--- src/rtl/axil_reg_bank.sv ---
// axil_reg_bank: AXI4-Lite bank of RW control registers and RO status registers.
// Define AXIL_REG_BANK_SLVERR_EN to answer RO/unmapped writes and unmapped reads with SLVERR.
module axil_reg_bank #(
  parameter int          NUM_RW_REGS = 4,
  parameter int          NUM_RO_REGS = 2,
  parameter logic [15:0] RO_BASE     = 16'h0100,
  parameter logic [31:0] RW_RESET    = 32'h0
) (
  input  logic                                         s_axi_aclk,
  input  logic                                         s_axi_aresetn,
  input  logic [15:0]                                  S_AXI_LITE_awaddr,
  input  logic [2:0]                                   S_AXI_LITE_awprot,
  input  logic                                         S_AXI_LITE_awvalid,
  output logic                                         S_AXI_LITE_awready,
  input  logic [31:0]                                  S_AXI_LITE_wdata,
  input  logic [3:0]                                   S_AXI_LITE_wstrb,
  input  logic                                         S_AXI_LITE_wvalid,
  output logic                                         S_AXI_LITE_wready,
  output logic [1:0]                                   S_AXI_LITE_bresp,
  output logic                                         S_AXI_LITE_bvalid,
  input  logic                                         S_AXI_LITE_bready,
  input  logic [15:0]                                  S_AXI_LITE_araddr,
  input  logic [2:0]                                   S_AXI_LITE_arprot,
  input  logic                                         S_AXI_LITE_arvalid,
  output logic                                         S_AXI_LITE_arready,
  output logic [31:0]                                  S_AXI_LITE_rdata,
  output logic [1:0]                                   S_AXI_LITE_rresp,
  output logic                                         S_AXI_LITE_rvalid,
  input  logic                                         S_AXI_LITE_rready,
  output logic [NUM_RW_REGS*32-1:0]                    o_rw_regs,
  output logic [NUM_RW_REGS-1:0]                       o_wr_pulse,
  input  logic [(NUM_RO_REGS > 0 ? NUM_RO_REGS : 1)*32-1:0] i_ro_regs
);
`ifdef AXIL_REG_BANK_SLVERR_EN
  localparam logic [1:0] ERR = 2'b10;
`else
  localparam logic [1:0] ERR = 2'b00;
`endif
  localparam logic [13:0] RO_W = RO_BASE[15:2];
  typedef enum logic [1:0] {W_IDLE, W_COMMIT, W_RESP} w_state_t;
  w_state_t    w_state, w_next;
  logic        aw_got, w_got;
  logic [13:0] aw_word;
  logic [31:0] wdata_q;
  logic [3:0]  wstrb_q;
  logic [31:0] rw_q [NUM_RW_REGS];
  logic [31:0] rd_data;
  logic        rd_hit;
  logic        unused_ok;
  assign unused_ok = ^{S_AXI_LITE_awprot, S_AXI_LITE_arprot, S_AXI_LITE_awaddr[1:0],
                       S_AXI_LITE_araddr[1:0], i_ro_regs};
  // readies are gated by reset so they stay low while it is asserted
  assign S_AXI_LITE_awready = s_axi_aresetn && w_state == W_IDLE && !aw_got;
  assign S_AXI_LITE_wready  = s_axi_aresetn && w_state == W_IDLE && !w_got;
  assign S_AXI_LITE_arready = s_axi_aresetn && !S_AXI_LITE_rvalid;
  always_ff @(posedge s_axi_aclk or negedge s_axi_aresetn)
    if (!s_axi_aresetn) w_state <= W_IDLE;
    else w_state <= w_next;
  always_comb begin
    w_next = w_state;
    w_next = w_state == W_IDLE   ? (aw_got && w_got ? W_COMMIT : W_IDLE) :
             w_state == W_COMMIT ? W_RESP :
             (S_AXI_LITE_bready ? W_IDLE : W_RESP);
  end
  always_comb begin
    o_wr_pulse = '0;
    for (int i = 0; i < NUM_RW_REGS; i++)
      o_wr_pulse[i] = w_state == W_COMMIT && aw_word == 14'(i);
  end
  always_ff @(posedge s_axi_aclk or negedge s_axi_aresetn)
    if (!s_axi_aresetn) begin
      aw_got            <= 1'b0;
      w_got             <= 1'b0;
      aw_word           <= '0;
      wdata_q           <= '0;
      wstrb_q           <= '0;
      S_AXI_LITE_bvalid <= 1'b0;
      S_AXI_LITE_bresp  <= 2'b00;
    end else begin
      if (S_AXI_LITE_awvalid && S_AXI_LITE_awready) begin
        aw_got  <= 1'b1;
        aw_word <= S_AXI_LITE_awaddr[15:2];
      end
      if (S_AXI_LITE_wvalid && S_AXI_LITE_wready) begin
        w_got   <= 1'b1;
        wdata_q <= S_AXI_LITE_wdata;
        wstrb_q <= S_AXI_LITE_wstrb;
      end
      if (w_state == W_COMMIT) begin
        aw_got            <= 1'b0;
        w_got             <= 1'b0;
        S_AXI_LITE_bvalid <= 1'b1;
        S_AXI_LITE_bresp  <= |o_wr_pulse ? 2'b00 : ERR;
      end
      if (w_state == W_RESP && S_AXI_LITE_bready) S_AXI_LITE_bvalid <= 1'b0;
    end
  always_ff @(posedge s_axi_aclk or negedge s_axi_aresetn)
    if (!s_axi_aresetn)
      for (int i = 0; i < NUM_RW_REGS; i++) rw_q[i] <= RW_RESET;
    else
      for (int i = 0; i < NUM_RW_REGS; i++)
        for (int b = 0; b < 4; b++)
          if (o_wr_pulse[i] && wstrb_q[b]) rw_q[i][8*b +: 8] <= wdata_q[8*b +: 8];
  for (genvar g = 0; g < NUM_RW_REGS; g++) begin : g_out
    assign o_rw_regs[32*g +: 32] = rw_q[g];
  end
  always_comb begin
    rd_data = '0;
    rd_hit  = 1'b0;
    for (int i = 0; i < NUM_RW_REGS; i++)
      if (S_AXI_LITE_araddr[15:2] == 14'(i)) begin
        rd_data = rw_q[i];
        rd_hit  = 1'b1;
      end
    for (int j = 0; j < NUM_RO_REGS; j++)
      if (S_AXI_LITE_araddr[15:2] == RO_W + 14'(j)) begin
        rd_data = i_ro_regs[32*j +: 32];
        rd_hit  = 1'b1;
      end
  end
  always_ff @(posedge s_axi_aclk or negedge s_axi_aresetn)
    if (!s_axi_aresetn) begin
      S_AXI_LITE_rvalid <= 1'b0;
      S_AXI_LITE_rdata  <= '0;
      S_AXI_LITE_rresp  <= 2'b00;
    end else if (S_AXI_LITE_arvalid && S_AXI_LITE_arready) begin
      S_AXI_LITE_rvalid <= 1'b1;
      S_AXI_LITE_rdata  <= rd_data;
      S_AXI_LITE_rresp  <= rd_hit ? 2'b00 : ERR;
    end else if (S_AXI_LITE_rready) begin
      S_AXI_LITE_rvalid <= 1'b0;
    end
endmodule

--- config.mk ---
export PLATFORM = sky130hd
export DESIGN_NAME = axil_reg_bank
export DESIGN_NICKNAME = d
export VERILOG_FILES = /design/src/rtl/axil_reg_bank.sv
export SDC_FILE = /design/constraint.sdc
export NUM_CORES = 1
export LEC_CHECK = 0
export ABC_CLOCK_PERIOD_IN_PS = 6600
export BUFFER_PORTS_ARGS = -buffer_cell sky130_fd_sc_hd__buf_2
export CORE_ASPECT_RATIO = 0.9
export CORE_MARGIN = 1.5
export CORE_UTILIZATION = 55
export CTS_CLUSTER_SIZE = 16
export DETAILED_ROUTE_END_ITERATION = 10
export GPL_ROUTABILITY_DRIVEN = 0
export PLACE_DENSITY = 0.91
export SLEW_MARGIN = 30
export SYNTH_ARGS = -nofsm -noshare
export SYNTH_HDL_FRONTEND = slang
export SYNTH_SLANG_ARGS = --single-unit
--- constraint.sdc ---
create_clock -name s_axi_aclk -period 6.6 [get_ports s_axi_aclk]
set_input_delay 0.66 -clock s_axi_aclk [delete_from_list [all_inputs] [get_ports s_axi_aclk]]
set_output_delay 0.66 -clock s_axi_aclk [all_outputs]
set_load 0.005 [all_outputs]
# ---- After elaboration in Yosys (flattened, before gate mapping)
# Index checks and enable logic that the tools add are counted.
dict set report totals {
  reg_bits 216
  latchBits 0
  mem_bits_rw 0
  romBits 0
  in_bits 145
  output_inout_bits 173
  elab_cells 92
  memories 0
}
dict set report op_classes {
  add_sub_neg 0
  mul 0
  div_mod_pow 0
  n_lt_le_gt_ge 0
  n_eq_ne 10
  n_shift 0
  mux 18
  bitwise 0
  n_reduce_logical 39
}
# operator count
set ops {}
lappend ops {{$mux 32} 6}
lappend ops {{$eq 14x2->1 const B} 4}
lappend ops {{$logic_and 1x1->1} 29}
lappend ops {{$eq 14x1->1 const B} 2}
lappend ops {{$eq 14x7->1 const B} 2}
lappend ops {{$logic_not 14->1} 2}
lappend ops {{$mux 1} 9}
lappend ops {{$reduce_bool 2->1} 4}
lappend ops {{$mux 2} 3}
lappend ops {{$logic_not 1->1} 3}
lappend ops {{$eq 2x1->1 const B} 1}
lappend ops {{$eq 2x2->1 const B} 1}
lappend ops {{$logic_not 2->1} 1}

# ---- Depth between registers and ports, before layout
# Gate-level depths: netlist of run 1.
dict set report logic_depth {
  ltp_word 7
  depth_mapped 7
}

# ---- Worst setup path before layout of run 1
# Ideal clock, no wire load.
dict set report synth_path {
  path_type {register to output}
  start {reg aw_word[3]}
  end {out o_wr_pulse[3]}
  arrival_ns 1.641
  t_required_ns 5.940
  slack_ns 4.299
  path_stages_with_launch 5
  path_buffers 1
  cell_sequence {dfrtp_1 or4_1 nor4_4 buf_6 and3_1}
}
dict set report synth_via {
  elab_chain_len 2
}
# item line
set synth_rtl {}
lappend synth_rtl {{start: declaration} 43} ;# logic [13:0] aw_word;
lappend synth_rtl {{start signal: assignment} 82} ;# aw_word <= S_AXI_LITE_awaddr[15:2];
lappend synth_rtl {{$eq 14x2->1} 68} ;# o_wr_pulse[i] = w_state == W_COMMIT && aw_word == 14'(i);
lappend synth_rtl {{$logic_and 1x1->1} 68}
lappend synth_rtl {{end: declaration} 31} ;# output logic [NUM_RW_REGS-1:0] o_wr_pulse,
# Every way passes these cells.

# ---- Worst setup path after layout of run 1
dict set report layout_path {
  start {reg aw_word[7]}
  end {out o_wr_pulse[1]}
}
dict set report layout_via {
  elab_chain_len 2
}
# item line
set layout_rtl {}
lappend layout_rtl {{$eq 14x1->1} 68}
lappend layout_rtl {{$logic_and 1x1->1} 68}
# Every way passes these cells.

==> results of run 1 <==
[where the power goes]
| part | internal (mW) | total, mW | switching [mW] |
|---|---|---|---|
| logic | 0.256 | 0.483 | 0.227 |
| registers | 1.52 | 1.75 | 0.239 |
| clock network | 0.772 | 1.29 | 0.513 |
[worst max-delay path, stage by stage (launching register included)]
cell	delay [ps]
sky130_fd_sc_hd__dfrtp_1	400
sky130_fd_sc_hd__or4_1	580
sky130_fd_sc_hd__nor4_4	260
sky130_fd_sc_hd__buf_4	450
sky130_fd_sc_hd__and2_1	210
sky130_fd_sc_hd__buf_2	130
[through the flow]
stage | instance area [sq um] | setup WS (ps) | cells | hold WS, ps
6_report | 12400 | 3410 | 1256 | 40.3
5_1_grt | 12400 | 3300 | 1254 | 58.1
4_1_cts | 12400 | 3390 | 1254 | 46.7
3_5_place_dp | 11600 | 3660 | 1214 | 461
3_3_place_gp | 11600 | 3580 | 1214 | 457
2_1_floorplan | 9960 | 4300 | 714 | 364
[layout make-up]
class                   count  area, sq um  area share, %
diodes                      2         5.00         0.0404
clock buffers              32          658           5.31
clock inverters             8          104          0.838
inverters                   4         15.0          0.121
multi-input cells         444         4320           34.9
flip-flops and latches    216         5410           43.6
well taps                 240          300           2.42
repair buffers            310         1590           12.8
[state kept, by name (all words and copies together), names as in the netlist]
register,count
S_AXI_LITE_rdata,32
wdata_q,32
o_rw_regs,128
wstrb_q,4
w_got,1
aw_word,14
w_state,2
S_AXI_LITE_bvalid,1
aw_got,1
S_AXI_LITE_rvalid,1
[layer usage]
metal  GRT usage, %  share of wire [%]  vias up
met5           1.32                  0        -
met1           36.3                 38     3735
met3           7.33                9.0       61
met4           10.9                3.2        0
li1               -                  -     3220
met2           47.7                 49      366
[Yosys cell counts, drive strengths merged]
cell type    n
dfrtp      216
mux2       178
nand3       46
a21oi       33
mux4        32
or3         32
clkbuf      26
buf         24
nand2       21
nor2        21
mux2i       17
nand3b      15
o22ai       15
nand4        6
inv          4
and2         3
nor2b        3
or4          3
a21boi       2
and3         2
nand2b       2
nor3         2
nor4         2
and3b        1
and4         1
conb         1
nor4b        1
o21ai        1
or3b         1
[worst min-delay path by stage]
stage,startpoint,to,slack [ps],cells past startpoint
2_1_floorplan,s_axi_aresetn,S_AXI_LITE_bvalid,360,0
3_3_place_gp,S_AXI_LITE_rdata[19],S_AXI_LITE_rdata[19],460,2
3_5_place_dp,S_AXI_LITE_rdata[19],S_AXI_LITE_rdata[19],460,2
4_1_cts,s_axi_aresetn,o_rw_regs[90],50,1
5_1_grt,s_axi_aresetn,o_rw_regs[90],60,1
6_report,s_axi_aresetn,o_rw_regs[90],40,1
[cell families (layout without fill, tap and decap cells)]
kind of cell           after synthesis  in the layout  share of synthesized area, %
AND/OR/NAND/NOR                    162            162                          11.2
AO/OA/AOI/OAI                       51             51                          2.80
multiplexers                       227            227                          29.2
buffers and inverters               54            354                          2.49
flip-flops                         216            216                          54.3
other                                1              6                        0.0377
==> results.md, run 1 <==
- Cell accounting for the most synthesized area: sky130_fd_sc_hd__dfrtp_1
- Final core utilization: 70.1%
- Number of remaining DRC errors: 0
- Number of nets in the final layout: 1143
- First-pass GRT wire length: 40200 microns
- RSZ-0062 raised after global routing: no
- Post-layout min period: 3190 ps
- Slack of the worst reg-to-reg path: 4100 ps
- End of the worst register-to-register path: o_rw_regs[103]
- Category of the most critical setup path: flop to output port
- Post-CTS Hold Fix Bufs: 0
- Maximum clock rate: 0.314 GHz
- Grt ovf: 0
- Worst setup path startpoint: aw_word[7]
- TritonCTS clock tree: yes
- Total power: 3.52 mW
- Standard cell core area: 17700 sq um
- Share of layout cells above drive strength 1: 56.8%
- R2R Path Start: aw_word[7]
- Pin count of the biggest net entering global routing: 78
- Mean post-synth cell area: 14.0 sq um
- Worst-path clk slew: 60 ps
- Floorplan die width: 145 microns
- CTS H-tree lvls: 1
- Fill count: 1235
- DP HPWL: 19500 microns
- CTS Sinks: 216
- Clock latency on the worst-skew pair: 500 ps
- CP Max Fanout: 20
- Post-synthesis sequential area ratio: 54.3%
- Worst-case clock buffer depth: 3
- Critical Path End: o_wr_pulse[1]
- Initial standard-cell utilization of the core: 56.3%
- Count of final max-slew check failures: 0
- Routed Antenna Nets: 0
- Worst IR drop on VDD: 267 uV
- Total wire length: 27900 microns
- Placement row count: 46
- Number of cells upsized or downsized after cts: 0
- Static leakage: 6.47 nW
- Top-Level Pins: 318
- Buffers on Ports: 303
- Most frequent cells in the layout: sky130_fd_sc_hd__buf_2 (301), sky130_fd_sc_hd__dfrtp_1 (216), sky130_fd_sc_hd__mux2_2 (172)
- Number of cells traversed by the worst register-to-register path: 5
- Overall track demand over capacity in global routing: 28.7%
- Via density per instance: 5.88
- Worst EP required: 5940 ps
- Detailed-routing iteration count for the pre-antenna-repair pass: 4
- Number of design-rule violations left by the first detailed-router iteration: 392
- Final Hold Violating Endpoints: 0
- Initial antenna violation count: 2
- Outcome: finished, final reports clean
- Worst min-delay path category: input pin to asynchronous set/reset pin
- Setup Total Neg Slack: 0 ps
- Share of Yosys cell area claimed by the top area cell type: 54.3%
- Wire per inst: 22.2 microns
- Data arrival time of the critical path: 2530 ps
- Clock tree skew after final layout: 9.88 ps
- Dominant cells by area after synthesis: sky130_fd_sc_hd__dfrtp_1 (54%), sky130_fd_sc_hd__mux2_2 (19%), sky130_fd_sc_hd__mux4_2 (7.2%)
- DR vias: 7382
- Netlist cell types: 39
- Cell area after synthesis: 9950 sq um
- Crit start category: flop
- Number of buffers created by CTS: 22
- Leading cell type in the layout, fill and taps excluded: sky130_fd_sc_hd__buf_2
- Total Die Area: 18900 sq um
- Max-cap violations: 0
- Share of the cycle needed by the critical path after routing: 48.3%
- Number of global-route vias before repair: 7264
- Worst slew margin relative to its limit: 33.0%
- Total setup buffers inserted after CTS: 0
- Clk Tree Root Cell: sky130_fd_sc_hd__clkbuf_16
- Yosys warning count: 0
- Pwr dens: 284 nW/um^2
- Number of register bits inferred by synthesis: 216
- Least-Margin Pin Slew: 1000 ps
- Area Growth Syn to Fin: 24.5%
- Final-report setup violation count: 0
- Critical path endpoint category: output port
- Floorplan die height: 131 microns
- Number of instances in the synthesized netlist: 711
No activity file was read; power rests on OpenSTA's default activity.
==> run 2, diff against run 1 <==
Settings changed: ABC_CLOCK_PERIOD_IN_PS 6600 to 2550, CORE_UTILIZATION 55 to 46, PLACE_DENSITY 0.91 to 0.82.
Clock period 6.6 ns to 2.55 ns, I/O delays scaled along.
==> run 2 against run 1 <==
Combinational power grew to 2.9 times the previous value. Global-route usage shrank 2.1 points. Routed wire length grew 8.4%. Sequential share of layout area fell by 2.7 points. Final area rose by 6.5%. Sequential power grew to 2.6 times the previous value. Worst hold slack improved by 55 ps. Die area rose by 19%. Setup slack lost 3400 ps. Via count increased by 2.7%. Critical path depth unchanged. Clock skew rose by 14 ps. Critical path type unchanged. Critical endpoint is now o_wr_pulse[3]. Largest power group unchanged.
==> results.md, run 2 (synthesis gave the netlist of run 1 again) <==
- Outcome: finished, final reports clean
- Overall track demand over capacity in global routing: 26.6%
- Worst IR drop on VDD: 801 uV
- Worst-case clock buffer depth: 3
- Final worst slack: 20.1 ps
- Detailed-routing iteration count for the pre-antenna-repair pass: 5
- Category of the most critical setup path: flop to output port
- Static leakage: 6.81 nW
- Post-layout min period: 2530 ps
- Fraction of power consumed by sequential logic: 47.9%
- Post-Place Cells: 1276
- Minimum setup slack after placement: 252 ps
- Internal portion of total power: 6.82 mW
- Clock tree skew after final layout: 24.1 ps
- Pwr dens: 720 nW/um^2
- Floorplan die width: 158 microns
- Number of standard cells in the layout, taps in and fillers out: 1374
- Total power: 9.50 mW
- Number of design-rule violations left by the first detailed-router iteration: 408
- Leading cell type in the layout, fill and taps excluded: sky130_fd_sc_hd__buf_2
- Final-report setup violation count: 0
- Antenna diode count: 0
- Critical path endpoint category: output port
- Power share of the combinational group: 14.7%
- R2R Path Start: aw_word[12]
- Clock latency on the worst-skew pair: 530 ps
- Total Die Area: 22500 sq um
- Part of the power in the clock network: 37.4%
- DP HPWL: 20400 microns
- Buffers on Ports: 303
- CP Max Fanout: 7
- Maximum clock rate: 0.395 GHz
- Final Hold Violating Endpoints: 0
- TritonCTS clock tree: yes
- Worst slew margin relative to its limit: 44.3%
- Top-Level Pins: 318
- RSZ-0062 raised after global routing: yes
- Initial antenna violation count: 0
- Wire per inst: 22.0 microns
- Worst-path clk slew: 60 ps
- Routed Antenna Nets: 0
- Standard cell core area: 21000 sq um
- Non-Filler Cell Area, Final: 13200 sq um
- Crit start category: flop
- Share of the cycle needed by the critical path after routing: 99.2%
- Cells along the critical path: or4_4, nor4_4, buf_12, and3_4, buf_6
- Worst EP required: 2300 ps
- First-pass GRT wire length: 44900 microns
- Placement row count: 50
- Total wire length: 30200 microns
- Number of cells traversed by the worst register-to-register path: 6
- Initial standard-cell utilization of the core: 47.3%
- Fill count: 1584
- Worst min-delay path category: input pin to flop
- Number of remaining DRC errors: 0
- Share of layout cells above drive strength 1: 54.9%
- Grt ovf: 0
- Number of nets in the final layout: 1216
- Worst hold path depth: 4
- CTS H-tree lvls: 1
- Least-Margin Pin Slew: 835 ps
- Count of final max-slew check failures: 0
- Clk Tree Root Cell: sky130_fd_sc_hd__clkbuf_16
- Max-cap violations: 0
- Number of buffers created by CTS: 23
- Post-DP Area: 11800 sq um
- Pin count of the biggest net entering global routing: 72
- Floorplan die height: 143 microns
- End of the worst register-to-register path: o_rw_regs[116]
- DR vias: 7579
- Area Growth Syn to Fin: 32.7%
- CTS Sinks: 216
- Slack of the worst reg-to-reg path: 140 ps
- WHS: 95.1 ps
- Max FFs per register: 128
- Net switching fraction of the power: 28.2%
- Number of global-route vias before repair: 7825
- Via density per instance: 5.52
- Sw power: 2.68 mW
- Most frequent cells in the layout: sky130_fd_sc_hd__buf_2 (300), sky130_fd_sc_hd__dfrtp_1 (216), sky130_fd_sc_hd__mux2_2 (171)
- Worst-path cell with the longest stage delay: sky130_fd_sc_hd__or4_4
- Startpoint of the tightest hold check path: i_ro_regs[24]
- Data arrival time of the critical path: 2270 ps
- Worst Hold End: S_AXI_LITE_rdata[24]
- Max stage delay on crit path: 550 ps
## run 2: cell count changes in the layout (fill, tap and decap cells not counted), sizes merged, moves of 2 or more
cell,before,now
buf,310,329
diode,2,0
inv,4,6
dlygate4sd3,0,53
## run 2: critical path, delay by kind of cell, from the launching register on
family,cells,cell delay [ps]
simple gates,3,1100
buf+inv,2,250
flops,1,390
## run 2: worst max path at each step
stage	end	slack [ps]	from
after floorplan	o_rw_regs[103]	450	aw_word[3]
after global placement	o_rw_regs[111]	290	aw_word[3]
after detailed placement	o_rw_regs[112]	250	aw_word[3]
after CTS	o_wr_pulse[3]	8	aw_word[3]
after global routing	o_wr_pulse[3]	-60	aw_word[12]
final	o_wr_pulse[3]	20	aw_word[12]
## run 2: cell type report
| cell class | count | area, sq um | share of cell area [%] |
|---|---|---|---|
| Clock inverter | 9 | 141 | 1.07 |
| Timing Repair Buffer | 382 | 2290 | 17.3 |
| Multi-Input combinational cell | 444 | 4330 | 32.8 |
| Clock buffer | 33 | 663 | 5.02 |
| Sequential cell | 216 | 5410 | 40.9 |
| Inverter | 4 | 15.0 | 0.114 |
| Tap cell | 286 | 358 | 2.71 |
## run 2: stage by stage
stage	util, %	setup TNS [ps]
global route	62.8	-141
CTS	62.9	0
detailed placement	56.2	0
finish	62.8	0
global placement	56.2	0
floorplan	-	0
## run 2: repair_timing
action                                  4_1_cts  5_1_grt
buffers inserted                              3        0
gates cloned                                  1        0
hold endpoints to repair                     78        0
hold buffers                                 53        0
gates resized for setup                       1        3
pin swaps                                     1        3
endpoints found under the setup margin        4        9
## run 2: power by group through the flow
stage / Clock, mW / Combinational [mW] / Sequential [mW]
2_1_floorplan: 0 / 1.04 / 4.28
3_3_place_gp: 0 / 1.26 / 4.55
3_5_place_dp: 0 / 1.31 / 4.58
4_1_cts: 3.61 / 1.39 / 4.53
5_1_grt: 3.74 / 1.52 / 4.63
6_report: 3.55 / 1.40 / 4.55
## run 2: routing by layer
metal  up-vias  global-route usage (%)  part of all wire [%]
li1       3347                       -                     -
met1      3804                    34.4                    41
met2       360                    44.3                    48
met3        68                    5.91                   7.4
met4         0                    8.71                   3.6
met5         -                       0                     0
==> run 3, diff against run 2 <==
Settings changed: ABC_CLOCK_PERIOD_IN_PS 2550 to unset, CORE_MARGIN 1.5 to 2, SETUP_SLACK_MARGIN set to 0.4.
==> run 3 against run 2 <==
Non-clock buffer count increased by 7. Worst hold slack improved by 6.6 ps. Clock skew decreased by 11 ps. Via count increased by 0.34%. Sequential share of layout area decreased by 0.19 points. Critical path type unchanged. Highest routed layer is now met5.
==> results.md, run 3 (synthesis gave the netlist of run 1 again) <==
- Worst-path cell with the longest stage delay: sky130_fd_sc_hd__or4_4
- Number of global-route vias before repair: 7784
- Most heavily used metal layer in global routing: met2
- Routing usage on met3: 6.03%
- TritonCTS clock tree: yes
- Worst IR drop on VDD: 641 uV
- Worst Hold End: S_AXI_LITE_rdata[1]
- DR vias: 7605
- End of the worst register-to-register path: o_rw_regs[103]
- R2R Path Start: aw_word[6]
- Max-cap violations: 0
- Routed Antenna Nets: 0
- Clock latency on the worst-skew pair: 510 ps
- Number of buffers created by CTS: 23
- Standard cell core area: 21400 sq um
- Category of the most critical setup path: flop to output port
- Worst min-delay path category: input pin to flop
- Max FFs per register: 128
- Outcome: finished, final reports clean
- Pwr dens: 693 nW/um^2
- Maximum clock rate: 0.403 GHz
- Max stage delay on crit path: 550 ps
- Area Growth Syn to Fin: 33.3%
- Total power: 9.19 mW
- CTS Sinks: 216
- Total Die Area: 22800 sq um
- Final Hold Violating Endpoints: 0
- Number of nets in the final layout: 1223
- Met2 global-route usage: 43.0%
- Worst-path clk slew: 60 ps
- Minimum setup slack after placement: 252 ps
- Worst hold path depth: 4
- Total wire length: 30200 microns
- Pin count of the biggest net entering global routing: 84
- Global routing met1 resource utilization: 33.8%
- Most frequent cells in the layout: sky130_fd_sc_hd__buf_2 (302), sky130_fd_sc_hd__dfrtp_1 (216), sky130_fd_sc_hd__mux2_2 (169)
- Slack of the worst reg-to-reg path: 120 ps
- Post-Place Cells: 1277
- Worst-case clock buffer depth: 3
- Fraction of power consumed by sequential logic: 49.4%
- Final-report setup violation count: 0
- Power share of the combinational group: 16.2%
- Post-layout min period: 2480 ps
- Number of remaining DRC errors: 0
- Floorplan die width: 159 microns
- Crit start category: flop
- Buffers on Ports: 303
- Number of standard cells in the layout, taps in and fillers out: 1381
- Clk Tree Root Cell: sky130_fd_sc_hd__clkbuf_16
- Internal portion of total power: 6.58 mW
- Count of final max-slew check failures: 0
- Cells along the critical path: or4_4, nor4_4, buf_12, and3_1, buf_2
- Number of cells traversed by the worst register-to-register path: 8
- Detailed-routing iteration count for the pre-antenna-repair pass: 5
- Share of layout cells above drive strength 1: 55.2%
- CP Max Fanout: 6
- CTS H-tree lvls: 1
- Placement row count: 51
- Clock tree skew after final layout: 13.5 ps
- Least-Margin Pin Slew: 828 ps
- Final worst slack: 67.6 ps
- Net switching fraction of the power: 28.4%
- Number of design-rule violations left by the first detailed-router iteration: 468
- Critical path endpoint category: output port
- Startpoint of the tightest hold check path: i_ro_regs[1]
- Static leakage: 6.85 nW
- Data arrival time of the critical path: 2230 ps
- Worst slew margin relative to its limit: 44.6%
- Wire per inst: 21.9 microns
- Share of the cycle needed by the critical path after routing: 97.3%
- Grt ovf: 0
- Worst EP required: 2300 ps
- Antenna diode count: 0
- Sw power: 2.61 mW
- Top-Level Pins: 318
- Via density per instance: 5.51
- DP HPWL: 19600 microns
- RSZ-0062 raised after global routing: yes
- Initial standard-cell utilization of the core: 46.4%
- Setup Total Neg Slack: 0 ps
- Overall track demand over capacity in global routing: 25.6%
- Leading cell type in the layout, fill and taps excluded: sky130_fd_sc_hd__buf_2
- First-pass GRT wire length: 44900 microns
- Initial antenna violation count: 2
- Part of the power in the clock network: 34.4%
- Final core utilization: 61.9%
- Floorplan die height: 144 microns
[run 3: cell types whose count changed in the layout (fill, tap and decap cells not counted), sizes merged]
cell	change
buf	+6
bufinv	-3
clkinv	-2
clkbuf	+1
dlygate4sd3	+1
inv	-1
[run 3: worst max-delay path: cells and delay by family (launching register included)]
family                 cells  cell delay (ps)
AND/OR/NAND/NOR            3             1050
flip-flops                 1              400
buffers and inverters      2              270
[run 3: cell type report]
type | instances | area (sq um)
multi-input cells | 444 | 4350
well taps | 291 | 364
flip-flops and latches | 216 | 5410
clock buffers | 34 | 687
inverters | 4 | 15.0
repair buffers | 389 | 2430
clock inverters | 3 | 18.8
fillers | 1604 | 8180
[run 3: worst max-delay path by stage]
stage	depth (start not counted)	start	slack, ps	end
floorplan	5	aw_word[3]	450	o_rw_regs[103]
global placement	5	aw_word[3]	270	o_rw_regs[103]
detailed placement	5	aw_word[3]	250	o_rw_regs[111]
CTS	5	aw_word[8]	80	o_wr_pulse[3]
global route	5	aw_word[6]	-20	o_wr_pulse[3]
finish	5	aw_word[6]	70	o_wr_pulse[3]
[run 3: per-stage QoR]
step                hold WS, ps  area (sq um)
finish                      102         13300
global route                114         13300
CTS                        4.23         13200
detailed placement          119         11800
global placement            120         11800
floorplan                 -40.6          9960
[run 3: power groups by stage]
stage          logic, mW  clock network [mW]  registers (mW)
2_1_floorplan       1.04                   0            4.28
3_3_place_gp        1.30                   0            4.52
3_5_place_dp        1.35                   0            4.56
4_1_cts             1.45                3.22            4.51
5_1_grt             1.61                3.38            4.62
6_report            1.49                3.17            4.54
[run 3: layer usage]
metal	vias up	part of all wire, %
li1	3368	-
met1	3815	41
met2	370	49
met3	50	7.9
met4	2	2.5
met5	-	0.040
[run 3: timing repair]
item                                    CTS  global route
hold endpoints to repair                 95            21
gates resized for setup                   9             5
endpoints found under the setup margin  132           135
pin swaps                                 6             3
hold buffers                             53             2
cloned                                    2             0
buffers inserted                          6             4
